==> config.mk <==
export PLATFORM = sky130hd
export DESIGN_NAME = alu_pipe
export DESIGN_NICKNAME = d
export VERILOG_FILES = /design/src/rtl/alu_pipe.sv
export SDC_FILE = /design/constraint.sdc
export NUM_CORES = 1
export LEC_CHECK = 0
export ABC_AREA = 1
export CAP_MARGIN = 30
export CORE_MARGIN = 2
export CORE_UTILIZATION = 29
export CTS_BUF_LIST = sky130_fd_sc_hd__clkbuf_8
export DETAILED_ROUTE_END_ITERATION = 12
export GPL_TIMING_DRIVEN = 0
export PLACE_DENSITY = 0.55
export RECOVER_POWER = 100
export SYNTH_ARGS = -nofsm -noshare
export SYNTH_HDL_FRONTEND = slang
export SYNTH_SLANG_ARGS = --single-unit
==> constraint.sdc <==
create_clock -name clk -period 4.2 [get_ports clk]
set_clock_uncertainty 0.15 [all_clocks]
set_input_delay 1.26 -clock clk [delete_from_list [all_inputs] [get_ports clk]]
set_output_delay 1.26 -clock clk [all_outputs]
set_load 0.05 [all_outputs]
==> src/rtl/alu_pipe.sv <==
// Registered 16-op ALU with valid/ready handshake, status flags, accumulator operand
// and optional signed saturation for the add/sub classes.
module alu_pipe #(
    parameter int               WIDTH   = 16,
    parameter logic [WIDTH-1:0] ACC_RST = '0
) (
    input  logic             clk,
    input  logic             rst,
    input  logic             in_valid,
    output logic             in_ready,
    input  logic [WIDTH-1:0] a,
    input  logic [WIDTH-1:0] b,
    input  logic [3:0]       op,
    input  logic             use_acc,
    input  logic             acc_we,
    input  logic             sat,
    output logic             out_valid,
    input  logic             out_ready,
    output logic [WIDTH-1:0] result,
    output logic             flag_z,
    output logic             flag_n,
    output logic             flag_c,
    output logic             flag_v,
    output logic [WIDTH-1:0] acc
);

    localparam logic [WIDTH-1:0] ONE_C     = {{(WIDTH-1){1'b0}}, 1'b1};
    localparam logic [WIDTH-1:0] ZERO_C    = {WIDTH{1'b0}};
    localparam logic [WIDTH-1:0] ONES_C    = {WIDTH{1'b1}};
    localparam logic [WIDTH-1:0] MAX_POS_C = {1'b0, {(WIDTH-1){1'b1}}};
    localparam logic [WIDTH-1:0] MIN_NEG_C = {1'b1, {(WIDTH-1){1'b0}}};

    logic [WIDTH-1:0] out_res_q, out_res_d;
    logic             out_valid_q, out_valid_d;
    logic             z_q, z_d, n_q, n_d, c_q, c_d, v_q, v_d;
    logic [WIDTH-1:0] acc_q, acc_d;

    logic [WIDTH-1:0] opa_s;
    logic [WIDTH-1:0] x_s, y_s, logic_res_s;
    logic             is_add_s, is_sub_s;
    logic [WIDTH:0]   sum_s, diff_s;
    logic [WIDTH-1:0] raw_s, final_s;
    logic             carry_s, ovf_s;
    logic             accept_s;

    assign opa_s    = use_acc ? acc_q : a;
    assign in_ready = !out_valid_q || out_ready;
    assign accept_s = in_valid && in_ready;

    // Opcode decode: arithmetic ops become x (+|-) y, the rest produce logic_res_s directly.
    always_comb begin
        x_s         = ZERO_C;
        y_s         = ZERO_C;
        is_add_s    = 1'b0;
        is_sub_s    = 1'b0;
        logic_res_s = ZERO_C;
        case (op)
            4'd0:  begin is_add_s = 1'b1; x_s = opa_s;  y_s = b;      end
            4'd1:  begin is_sub_s = 1'b1; x_s = opa_s;  y_s = b;      end
            4'd2:  begin is_sub_s = 1'b1; x_s = b;      y_s = opa_s;  end
            4'd3:  logic_res_s = ZERO_C;
            4'd4:  logic_res_s = ONE_C;
            4'd5:  logic_res_s = ONES_C;
            4'd6:  begin is_sub_s = 1'b1; x_s = ZERO_C; y_s = opa_s;  end
            4'd7:  begin is_sub_s = 1'b1; x_s = ZERO_C; y_s = b;      end
            4'd8:  logic_res_s = ~opa_s;
            4'd9:  logic_res_s = ~b;
            4'd10: begin is_add_s = 1'b1; x_s = opa_s;  y_s = ONE_C;  end
            4'd11: begin is_add_s = 1'b1; x_s = b;      y_s = ONE_C;  end
            4'd12: begin is_sub_s = 1'b1; x_s = opa_s;  y_s = ONE_C;  end
            4'd13: begin is_sub_s = 1'b1; x_s = b;      y_s = ONE_C;  end
            4'd14: logic_res_s = opa_s & b;
            4'd15: logic_res_s = opa_s | b;
            default: logic_res_s = ZERO_C;
        endcase
    end

    // The extra top bit is the carry for adds and the borrow (x < y) for subtracts.
    assign sum_s  = {1'b0, x_s} + {1'b0, y_s};
    assign diff_s = {1'b0, x_s} - {1'b0, y_s};

    // Result, carry/borrow and overflow selection; on overflow the true sign equals x's sign.
    always_comb begin
        raw_s   = logic_res_s;
        carry_s = 1'b0;
        ovf_s   = 1'b0;
        if (is_add_s) begin
            raw_s   = sum_s[WIDTH-1:0];
            carry_s = sum_s[WIDTH];
            ovf_s   = (x_s[WIDTH-1] == y_s[WIDTH-1]) && (sum_s[WIDTH-1] != x_s[WIDTH-1]);
        end else if (is_sub_s) begin
            raw_s   = diff_s[WIDTH-1:0];
            carry_s = diff_s[WIDTH];
            ovf_s   = (x_s[WIDTH-1] != y_s[WIDTH-1]) && (diff_s[WIDTH-1] != x_s[WIDTH-1]);
        end else begin
            raw_s   = logic_res_s;
            carry_s = 1'b0;
            ovf_s   = 1'b0;
        end
        if (sat && ovf_s) begin
            final_s = x_s[WIDTH-1] ? MIN_NEG_C : MAX_POS_C;
        end else begin
            final_s = raw_s;
        end
    end

    // Next state for the result stage and accumulator.
    always_comb begin
        out_valid_d = out_valid_q;
        out_res_d   = out_res_q;
        z_d         = z_q;
        n_d         = n_q;
        c_d         = c_q;
        v_d         = v_q;
        acc_d       = acc_q;
        if (accept_s) begin
            out_valid_d = 1'b1;
            out_res_d   = final_s;
            z_d         = (final_s == ZERO_C);
            n_d         = final_s[WIDTH-1];
            c_d         = carry_s;
            v_d         = ovf_s;
        end else if (out_valid_q && out_ready) begin
            out_valid_d = 1'b0;
        end else begin
            out_valid_d = out_valid_q;
        end
        if (accept_s && acc_we) begin
            acc_d = final_s;
        end else begin
            acc_d = acc_q;
        end
    end

    // State registers; reset discards any pending result.
    always_ff @(posedge clk) begin
        if (rst) begin
            out_valid_q <= 1'b0;
            out_res_q   <= ZERO_C;
            z_q         <= 1'b0;
            n_q         <= 1'b0;
            c_q         <= 1'b0;
            v_q         <= 1'b0;
            acc_q       <= ACC_RST;
        end else begin
            out_valid_q <= out_valid_d;
            out_res_q   <= out_res_d;
            z_q         <= z_d;
            n_q         <= n_d;
            c_q         <= c_d;
            v_q         <= v_d;
            acc_q       <= acc_d;
        end
    end

    assign out_valid = out_valid_q;
    assign result    = out_res_q;
    assign flag_z    = z_q;
    assign flag_n    = n_q;
    assign flag_c    = c_q;
    assign flag_v    = v_q;
    assign acc       = acc_q;

endmodule

Word level (Yosys, flattened, before mapping)
Cells that the tools add are included.
{"block": "op_classes", "addsub": 2, "n_eq_ne": 18, "n_mux": 16, "bitwise": 4, "n_reduce_logical": 18}
{"op": "16-bit case mux with 6 select lines", "n": 1}
{"op": "16-bit 2-to-1 mux", "n": 5}
{"op": "16-bit case mux with 3 select lines", "n": 1}
{"op": "4-bit equality test (second input constant)", "n": 8}
{"op": "16-bit NOT", "n": 2}
{"op": "16-bit case mux with 2 select lines", "n": 1}
{"op": "16-bit by 16-bit adder with 17-bit output", "n": 1}
{"op": "16-bit by 16-bit subtractor with 17-bit output", "n": 1}
{"op": "16-bit bitwise AND", "n": 1}
{"op": "4-bit by 3-bit equality test with 1-bit output (second input constant)", "n": 4}
{"op": "16-bit logical NOT", "n": 1}
{"op": "16-bit OR", "n": 1}
{"op": "3-bit OR reduction", "n": 3}
{"op": "1-bit 2-to-1 mux", "n": 8}
{"op": "4-bit OR reduction", "n": 2}
{"op": "1-bit logical AND", "n": 6}
{"op": "6-bit OR reduction", "n": 1}
{"op": "4-bit by 1-bit equality test with 1-bit output (second input constant)", "n": 1}
{"op": "4-bit by 2-bit equality test with 1-bit output (second input constant)", "n": 1}
{"op": "4-bit logical NOT", "n": 1}
{"op": "1-bit inequality test", "n": 3}
{"op": "2-bit nonzero test", "n": 1}
{"op": "2-bit OR reduction", "n": 1}
{"op": "1-bit equality test", "n": 1}
{"op": "2 further kinds", "n": 2}
{"block": "word_totals", "register_bits": 37, "inputBits": 43, "out_inout_bits": 38, "elab_cells": 65}

Depth between registers and ports, before layout
Gate-level depths: netlist of run 1.
{"block": "depth", "word_depth": 11, "mapped_depth": 30, "ltp_nobuf": 27}

Worst setup path after synthesis of run 1
OpenSTA, ideal clock, no wires.
{"block": "synth_path", "path_type": "input-to-reg", "from": "in op[2]", "to": "reg z_q, in the netlist flag_z", "setup_time_ns": 0.068, "arrival_ns": 4.014, "required_time_ns": 3.982, "slack_ns": -0.032, "cell_stages": 27, "n_path_buf": 3, "cell_sequence": "nand2_1 -> inv_2 -> nand2_1 -> nand2_4 -> nor2_8 -> buf_1 -> o22ai_1 -> ha_1 -> buf_4 -> inv_2 -> or2_1 -> nand3_1 -> nand2_2 -> nand2_1 -> nand2_1 -> nand2_1 -> nand3_2 -> nand2_4 -> nand2_4 -> buf_6 -> nand2_1 -> nand2_1 -> nor2_1 -> nand2_1 -> nor2_1 -> nand3_1 -> a21oi_2"}
{"block": "synth_via", "elab_chain_cells": 11, "word_cells_on_any_way": 43, "classes_between": "2 x add/sub; 18 x eq/ne; 11 x mux; 12 x reduce/logical"}
{"element": "start: declaration", "line": "13", "text": "input logic [3:0] op,"}
{"element": "4-bit equality test (tied with other cells)", "line": "57", "text": "case (op)"}
{"element": "4-bit OR reduction (no source line) (tied with other cells)"}
{"element": "16-bit case mux with 3 select lines / 16-bit case mux with 2 select lines (equally long branches)", "line": "57"}
{"element": "16-bit by 16-bit subtractor with 17-bit output", "line": "80", "text": "assign diff_s = {1'b0, x_s} - {1'b0, y_s};"}
{"element": "1-bit inequality test", "line": "94", "text": "ovf_s = (x_s[WIDTH-1] != y_s[WIDTH-1]) && (diff_s[WIDTH-1] != x_s[WIDTH-1]);"}
{"element": "1-bit logical AND", "line": "94"}
{"element": "1-bit 2-to-1 mux", "line": "91", "text": "end else if (is_sub_s) begin"}
{"element": "1-bit 2-to-1 mux", "line": "87", "text": "if (is_add_s) begin"}
{"element": "1-bit logical AND", "line": "100", "text": "if (sat && ovf_s) begin"}
{"element": "16-bit 2-to-1 mux (*)", "line": "100"}
{"element": "16-bit logical NOT (*)", "line": "119", "text": "z_d = (final_s == ZERO_C);"}
{"element": "end signal: assignment", "line": "148", "text": "z_q <= z_d;"}
{"element": "end: declaration", "line": "35", "text": "logic z_q, z_d, n_q, n_d, c_q, c_d, v_q, v_d;"}
Every way passes the cells marked *; elsewhere a longest branch is shown, timed or not.
A chain may end at the register's enable or synchronous reset.

Final worst setup path of run 1
{"block": "layout_path", "from": "in op[1]", "to": "reg z_q, in the netlist flag_z"}
Same word-level chain as after synthesis.

==> metrics.cfg, run 1 <==
[yosys]
seq_area_frac_synth_pct=14.98
synth_top_cell_by_area=dfxtp_1
yosysMostFrequentCell=nand2_1
synth_flop_cell=dfxtp_1
synth_top_cells_by_area=dfxtp_1 15%, nand2_1 14%, inv_1 12%, o21ai_0 11%, ha_1 8.3%
syn-cell-area_sq_mm=0.004810
yosysTopAreaCellShare_pct=14.98
ys.warnings.count=0
postSynthCellCount=844
synth_edf_count=0
yosysUniqueCellTypes=49
avgSynthCellArea_sq_um=5.699
synthArstFlopShare_pct=0
synthTopCellsByCount=183 x nand2_1, 150 x inv_1, 101 x o21ai_0, 71 x nor2_1, 57 x a21oi_1
ys_ff_latch=36
synth_nets=921

[sta]
hold_viol=0
slew-limit-headroom_pct=56.36
setup_viol=0
maxSlewViolCount=0
rsz0062_at_grt=yes
max_freq_mhz=241.6
fin_ws_ns=0.06016
tightest_slew_ns=0.6547
setup_tns_ns=0
period_minus_slack_ns=4.140
post-route-period-util_pct=98.57

[floorplanning]
dieArea_sq_mm=0.01763
coreArea_sq_mm=0.01641
num_rows=47
ios=81
die_h_um=132.8
initial_core_util_pct=29.31
die_width_um=132.8

[routing]
viasPerCell=5.210
drt_iter0_markers=647
vias=6367
routed_wl_mm=21.07
routedWlPerCell_um=17.24
remaining_drc_errors=0
drtAntennaViolNets=0
first_pass_iters=5

[clock_network]
cts_buffers=5
clock_sink_count=36
cts-root-buf=clkbuf_8
path_clk_slew_ns=0.07
cts_max_path_buffers=2
htree_levels=2
clk_latency_ns=0.30
cts_tree=yes
ctsHoldBuffers=0

[setup_path]
crit_type=primary input to flop
worst_ep_arrival_time_ns=4.23
rr_worst_depth=25
crit_fanout=8
cp.required_ns=4.29
endpoint_kind=flop
rrSetupSlack_ns=0.98
r2r-start=acc[2]$_SDFFE_PP0P_
reg2reg_to=flag_z$_SDFFE_PP0P_
cp-start-kind=primary input

[placement]
portBuffers=80
dp_worst_setup_slack_ns=-1.536
hpwl_mm=15.01
routabilityCongestion=0.9050
placement.cell_area_sq_mm=0.005888

[cells_and_area]
drive_gt1_share_pct=33.33
diodes=0
final_cell_area_sq_mm=0.008084
multi_input_area_sq_mm=0.004486
final_nets=1079
post-route-util_pct=49.27
seqCellArea_sq_um=720.7
nFillCells=1559
areaGrowthSynthToFinish_pct=68.08

[power]
p_per_area_mw_per_mm2=255.2
ir_drop_mv=0.1321
p_leak_uw=0.003876

[hold_path]
min_from=flag_z$_SDFFE_PP0P_
min_delay_path_depth=2
worstHoldPathType=flop to flop
worstHoldEndpoint=flag_z$_SDFFE_PP0P_

[status]
outcome=finished, final reports clean

[grt]
gr-usage-met3_pct=3.487
overflow=0
grt_max_degree=11
grt_pass1_vias=5764
grt_pass1_wl_mm=30.95
grt_use_met2_pct=34.92
top_usage_layer=met2
grt_use_total_pct=22.07
gr-usage-met1_pct=31.92
antenna_found_initial=0

[flow_run]
drv_cap=0

-- per-stage QoR --
step,instances,hold WS (ns),total power (uW)
finish,1222,0.3310,2063
floorplan,844,0.5573,1037
CTS,1192,0.3249,1837
global route,1222,0.3511,2181
detailed placement,1144,0.3201,1338
global placement,1144,0.3173,1339
-- report_power, final --
| group | internal (uW) | switching (uW) | leakage [uW] |
|---|---|---|---|
| registers | 373 | 16.8 | 0.000297 |
| clock network | 146 | 131 | 0.0000503 |
| logic | 551 | 845 | 0.00353 |
-- cells by family (layout without fill, tap and decap cells) --
logic type / after synthesis / after routing / share of synthesized area (%)
xor+xnor: 4 / 4 / 0.7285
compound gates: 225 / 225 / 26.25
buf+inv: 197 / 355 / 16.13
flops: 36 / 36 / 14.98
simple gates: 347 / 347 / 32.54
fa+ha+maj: 34 / 34 / 9.157
mux: 1 / 1 / 0.2081
-- layout by cell type (no fill, tap or decap), types with 7 or more instances in the layout --
cell and instances:
inv_4 8, buf_12 8, buf_4 66, ha_1 18, nand2_4 23, nor2_2 15
nand4_1 15, nand2_1 128, inv_2 28, dlygate4sd3_1 38, o21ai_0 80, ha_4 13
nand2_2 40, nor2_4 12, buf_8 8, a21oi_2 10, dfxtp_1 36, clkdlybuf4s50_1 31
clkbuf_8 7, nand3_1 36, inv_1 117, a21oi_1 44, o22ai_4 24, o21ai_4 8
buf_6 8, clkbuf_1 16, nor2_1 52, nand3_2 8, o21ai_2 9
-- metal layers --
metal	part of all wire (%)	wire [um]
met3	8.4	1779
met4	2.0	423
met5	0	0
met1	44	9227
met2	46	9638
-- area by class of cell --
class | count | area share [%]
timing repair buffer | 158 | 19.18
multi-input combinational | 611 | 55.49
inverter | 158 | 7.863
buffer | 32 | 3.962
sequential | 36 | 8.915
clock buffer | 7 | 1.192
tap | 220 | 3.405
-- critical path: stages --
cell,delay [ns]
buf_12,0.12
inv_8,0.03
nor2_4,0.16
nand2_2,0.10
nand2_4,0.09
nor2_8,0.06
buf_6,0.14
o22ai_4,0.20
ha_4,0.24
buf_8,0.14
inv_4,0.07
nand2_4,0.06
nor2_4,0.10
nand3_2,0.10
nand2_4,0.12
nand2_4,0.06
nand3_1,0.09
nand3_2,0.08
nand2_4,0.12
nand2_8,0.08
buf_8,0.16
nand2_4,0.07
nand2_4,0.05
nor2_4,0.10
nand2_1,0.07
nor2_1,0.09
nand3_1,0.11
a21oi_2,0.12
-- how the worst max path moves through the flow --
stage / startpoint / slack [ns] / end / cells after the start
after floorplan: op[2] / 0.02 / flag_z$_SDFFE_PP0P_ / 28
after global placement: op[1] / -1.59 / flag_z$_SDFFE_PP0P_ / 26
after detailed placement: op[1] / -1.54 / flag_z$_SDFFE_PP0P_ / 26
after CTS: use_acc / -0.02 / flag_z$_SDFFE_PP0P_ / 26
after global routing: op[1] / -0.08 / flag_z$_SDFFE_PP0P_ / 27
final: op[1] / 0.06 / flag_z$_SDFFE_PP0P_ / 28
-- repair_timing --
item,in CTS,in global routing
setup buffers,37,34
gates cloned,6,1
resized for setup,234,181
pin swaps,47,92
endpoints found under the setup margin,35,31
-- flip-flops by register name (all words and copies together), names as in the netlist --
register,cells
flag_v,1
result,16
acc,16
out_valid,1
flag_c,1
flag_z,1
Power figures use the tool's default switching activity.
==> run 2: changes to the inputs <==
Settings changed: CORE_UTILIZATION 29 to 51, PLACE_DENSITY 0.55 to 0.84.
==> run 2 against run 1 <==
Compared with the run above:
- the run now ends with negative setup slack left
- combinational power fell by 6%
- critical path depth fell by 5
- hold slack barely moved
- largest cell class unchanged
- largest power group unchanged
==> metrics.cfg, run 2 (synthesis gave the netlist of run 1 again) <==
[status]
outcome=finished with violations
violations=negative setup slack

[sta]
fin_ws_ns=-0.3509  ; -0.4111 ns
tightest_slew_ns=0.6645  ; +0.009822 ns
hold_viol=0  ; unchanged
maxSlewViolCount=0  ; unchanged
max_freq_mhz=219.7  ; -9.0%
setup_tns_ns=-5.157  ; -5.157 ns
period_minus_slack_ns=4.551  ; +0.4111 ns
setup_viol=33  ; +33
post-route-period-util_pct=108.4  ; +9.8 points
slew-limit-headroom_pct=55.70  ; -0.65 points
rsz0062_at_grt=yes

[cells_and_area]
areaGrowthSynthToFinish_pct=52.16
fin_cells=1094  ; -10%
final_cell_mix=140 x nand2_1, 136 x inv_1, 73 x o21ai_0
diodes=0  ; unchanged
post-route-util_pct=79.58  ; +30 points
final_nets=1060  ; -1.8%
final_cell_area_sq_mm=0.007318  ; -9.5%
layout_commonest_cell=nand2_1
drive_gt1_share_pct=26.75  ; -6.6 points

[floorplanning]
ios=81  ; unchanged
die_h_um=101.1  ; -24%
coreArea_sq_mm=0.009196  ; -44%
die_width_um=101.1  ; -24%
num_rows=35  ; -26%
initial_core_util_pct=52.30  ; +23 points
dieArea_sq_mm=0.01022  ; -42%

[routing]
viasPerCell=6.353  ; +22%
routed_wl_mm=22.02  ; +4.5%
vias=6950  ; +9.2%
drtAntennaViolNets=0  ; unchanged
drt_iter0_markers=1207  ; +87%
routedWlPerCell_um=20.13  ; +17%
remaining_drc_errors=0  ; unchanged
first_pass_iters=8  ; +3

[clock_network]
cts_buffers=5  ; unchanged
clk_latency_ns=0.30  ; about the same
cts-root-buf=clkbuf_8
clock_sink_count=36  ; unchanged
htree_levels=2  ; unchanged
path_clk_slew_ns=0.07  ; about the same
cts_max_path_buffers=2  ; unchanged
cts_tree=yes

[grt]
grt_use_total_pct=37.25  ; +15 points
grt_pass1_wl_mm=29.86  ; -3.5%
grt_max_degree=11  ; unchanged
grt_pass1_vias=5929  ; +2.9%
overflow=0  ; unchanged
antenna_found_initial=0  ; unchanged

[power]
seq_power_share_pct=19.7  ; +0.8 points
comb_power_share_pct=66.7  ; -1.0 points
p_sw_share_pct=49.38  ; +1.2 points
p_per_area_mw_per_mm2=271.3  ; +6.3%
internal_power_uw=1005  ; -6.1%
ir_drop_mv=0.2125  ; +61%
clkPwrFrac_pct=13.6  ; +0.2 points
p_sw_uw=980.2  ; -1.3%
p_leak_uw=0.003696  ; -4.6%

[hold_path]
worstHoldPathType=flop to flop
min_from=flag_z$_SDFFE_PP0P_
min_delay_path_depth=2  ; unchanged
worstHoldEndpoint=flag_z$_SDFFE_PP0P_

[placement]
dp_worst_setup_slack_ns=-1.460  ; +0.07594 ns
placement.cell_area_sq_mm=0.005752  ; -2.3%
routabilityCongestion=1.006  ; +11%
dp.cells=1035  ; -9.5%
portBuffers=80  ; unchanged
hpwl_mm=13.06  ; -13%

[flow_run]
drv_cap=0  ; unchanged

[setup_path]
r2r-start=acc[4]$_SDFFE_PP0P_
cp.required_ns=4.23  ; -0.06 ns
reg2reg_to=result[5]$_SDFFE_PP0P_
crit_type=primary input to flop
endpoint_kind=flop
cp-start-kind=primary input
rr_worst_depth=20  ; -20%
crit_fanout=10  ; +2
rrSetupSlack_ns=0.66  ; -0.32 ns
worst_ep_arrival_time_ns=4.58  ; +0.35 ns

==> run 2: changes by cell type in the layout (fill, tap and decap cells not counted), moves of 8 or more <==
cell,before,now
inv_1,117,136
buf_4,66,50
inv_2,28,16
nand2_1,128,140
o22ai_2,5,17
o22ai_4,24,12
nor2_2,15,6
o21ai_1,6,14
==> run 2: power groups by stage <==
stage                     Combinational [uW]  Clock [uW]  Sequential [uW]
after floorplan                          532           0              505
after global placement                   909           0              397
after detailed placement                 919           0              397
after CTS                               1120         264              390
after global routing                    1390         285              394
final                                   1320         271              391
==> run 2: worst max-delay path: stages <==
cell	delay (ns)
buf_6	0.11
inv_2	0.07
nor2_4	0.19
nand2_1	0.11
nand3_2	0.12
clkinv_4	0.11
buf_4	0.15
o22ai_2	0.28
ha_4	0.27
inv_1	0.11
nand2_1	0.08
nand2_1	0.09
a21oi_2	0.24
nand2_4	0.11
nand2_4	0.08
nand3_1	0.09
nand3_2	0.10
nand2_4	0.07
nand3_2	0.16
buf_4	0.23
o21ai_0	0.18
o21ai_0	0.28
inv_1	0.08
==> run 2: worst max-delay path by stage <==
stage / start / end / slack, ns / cells past startpoint
final: op[0] / result[5]$_SDFFE_PP0P_ / -0.35 / 23
after floorplan: op[2] / flag_z$_SDFFE_PP0P_ / 0.02 / 28
after global routing: op[0] / result[5]$_SDFFE_PP0P_ / -0.45 / 23
after CTS: op[1] / flag_z$_SDFFE_PP0P_ / -0.04 / 30
after detailed placement: op[1] / flag_z$_SDFFE_PP0P_ / -1.46 / 26
after global placement: op[1] / flag_z$_SDFFE_PP0P_ / -1.41 / 26
==> run 2: timing repair <==
action | CTS | global route
hold buffers | 0 | 0
cloned | 4 | 0
setup buffers | 33 | 17
gates resized for setup | 210 | 104
endpoints found under the hold margin | 0 | 0
endpoints found under the setup margin | 35 | 33
pin swaps | 47 | 56
==> run 2: final cells by class <==
class,instances,area (sq um)
Buffer,37,335.3
Timing Repair Buffer,134,1280
Clock buffer,7,96.34
Fill cell,587,1878
Sequential cell,36,720.7
Inverter,158,608.1
Multi-Input combinational cell,611,4139
Tap cell,111,138.9
==> run 2: routing by layer <==
metal | wire length (um) | vias up | part of all wire [%] | global-route usage [%]
met5 | 0 | - | 0 | 0
met4 | 1504 | 0 | 6.8 | 17.46
met3 | 2935 | 195 | 13 | 7.351
met2 | 9620 | 648 | 44 | 57.00
met1 | 7957 | 3075 | 36 | 50.31
li1 | - | 3032 | - | -
==> run 2: stage by stage <==
step                power (uW)  hold WS (ns)
floorplan                 1037        0.5573
global placement          1306        0.3200
detailed placement        1316        0.3223
CTS                       1775        0.3278
global route              2068        0.3511
finish                    1985        0.3312
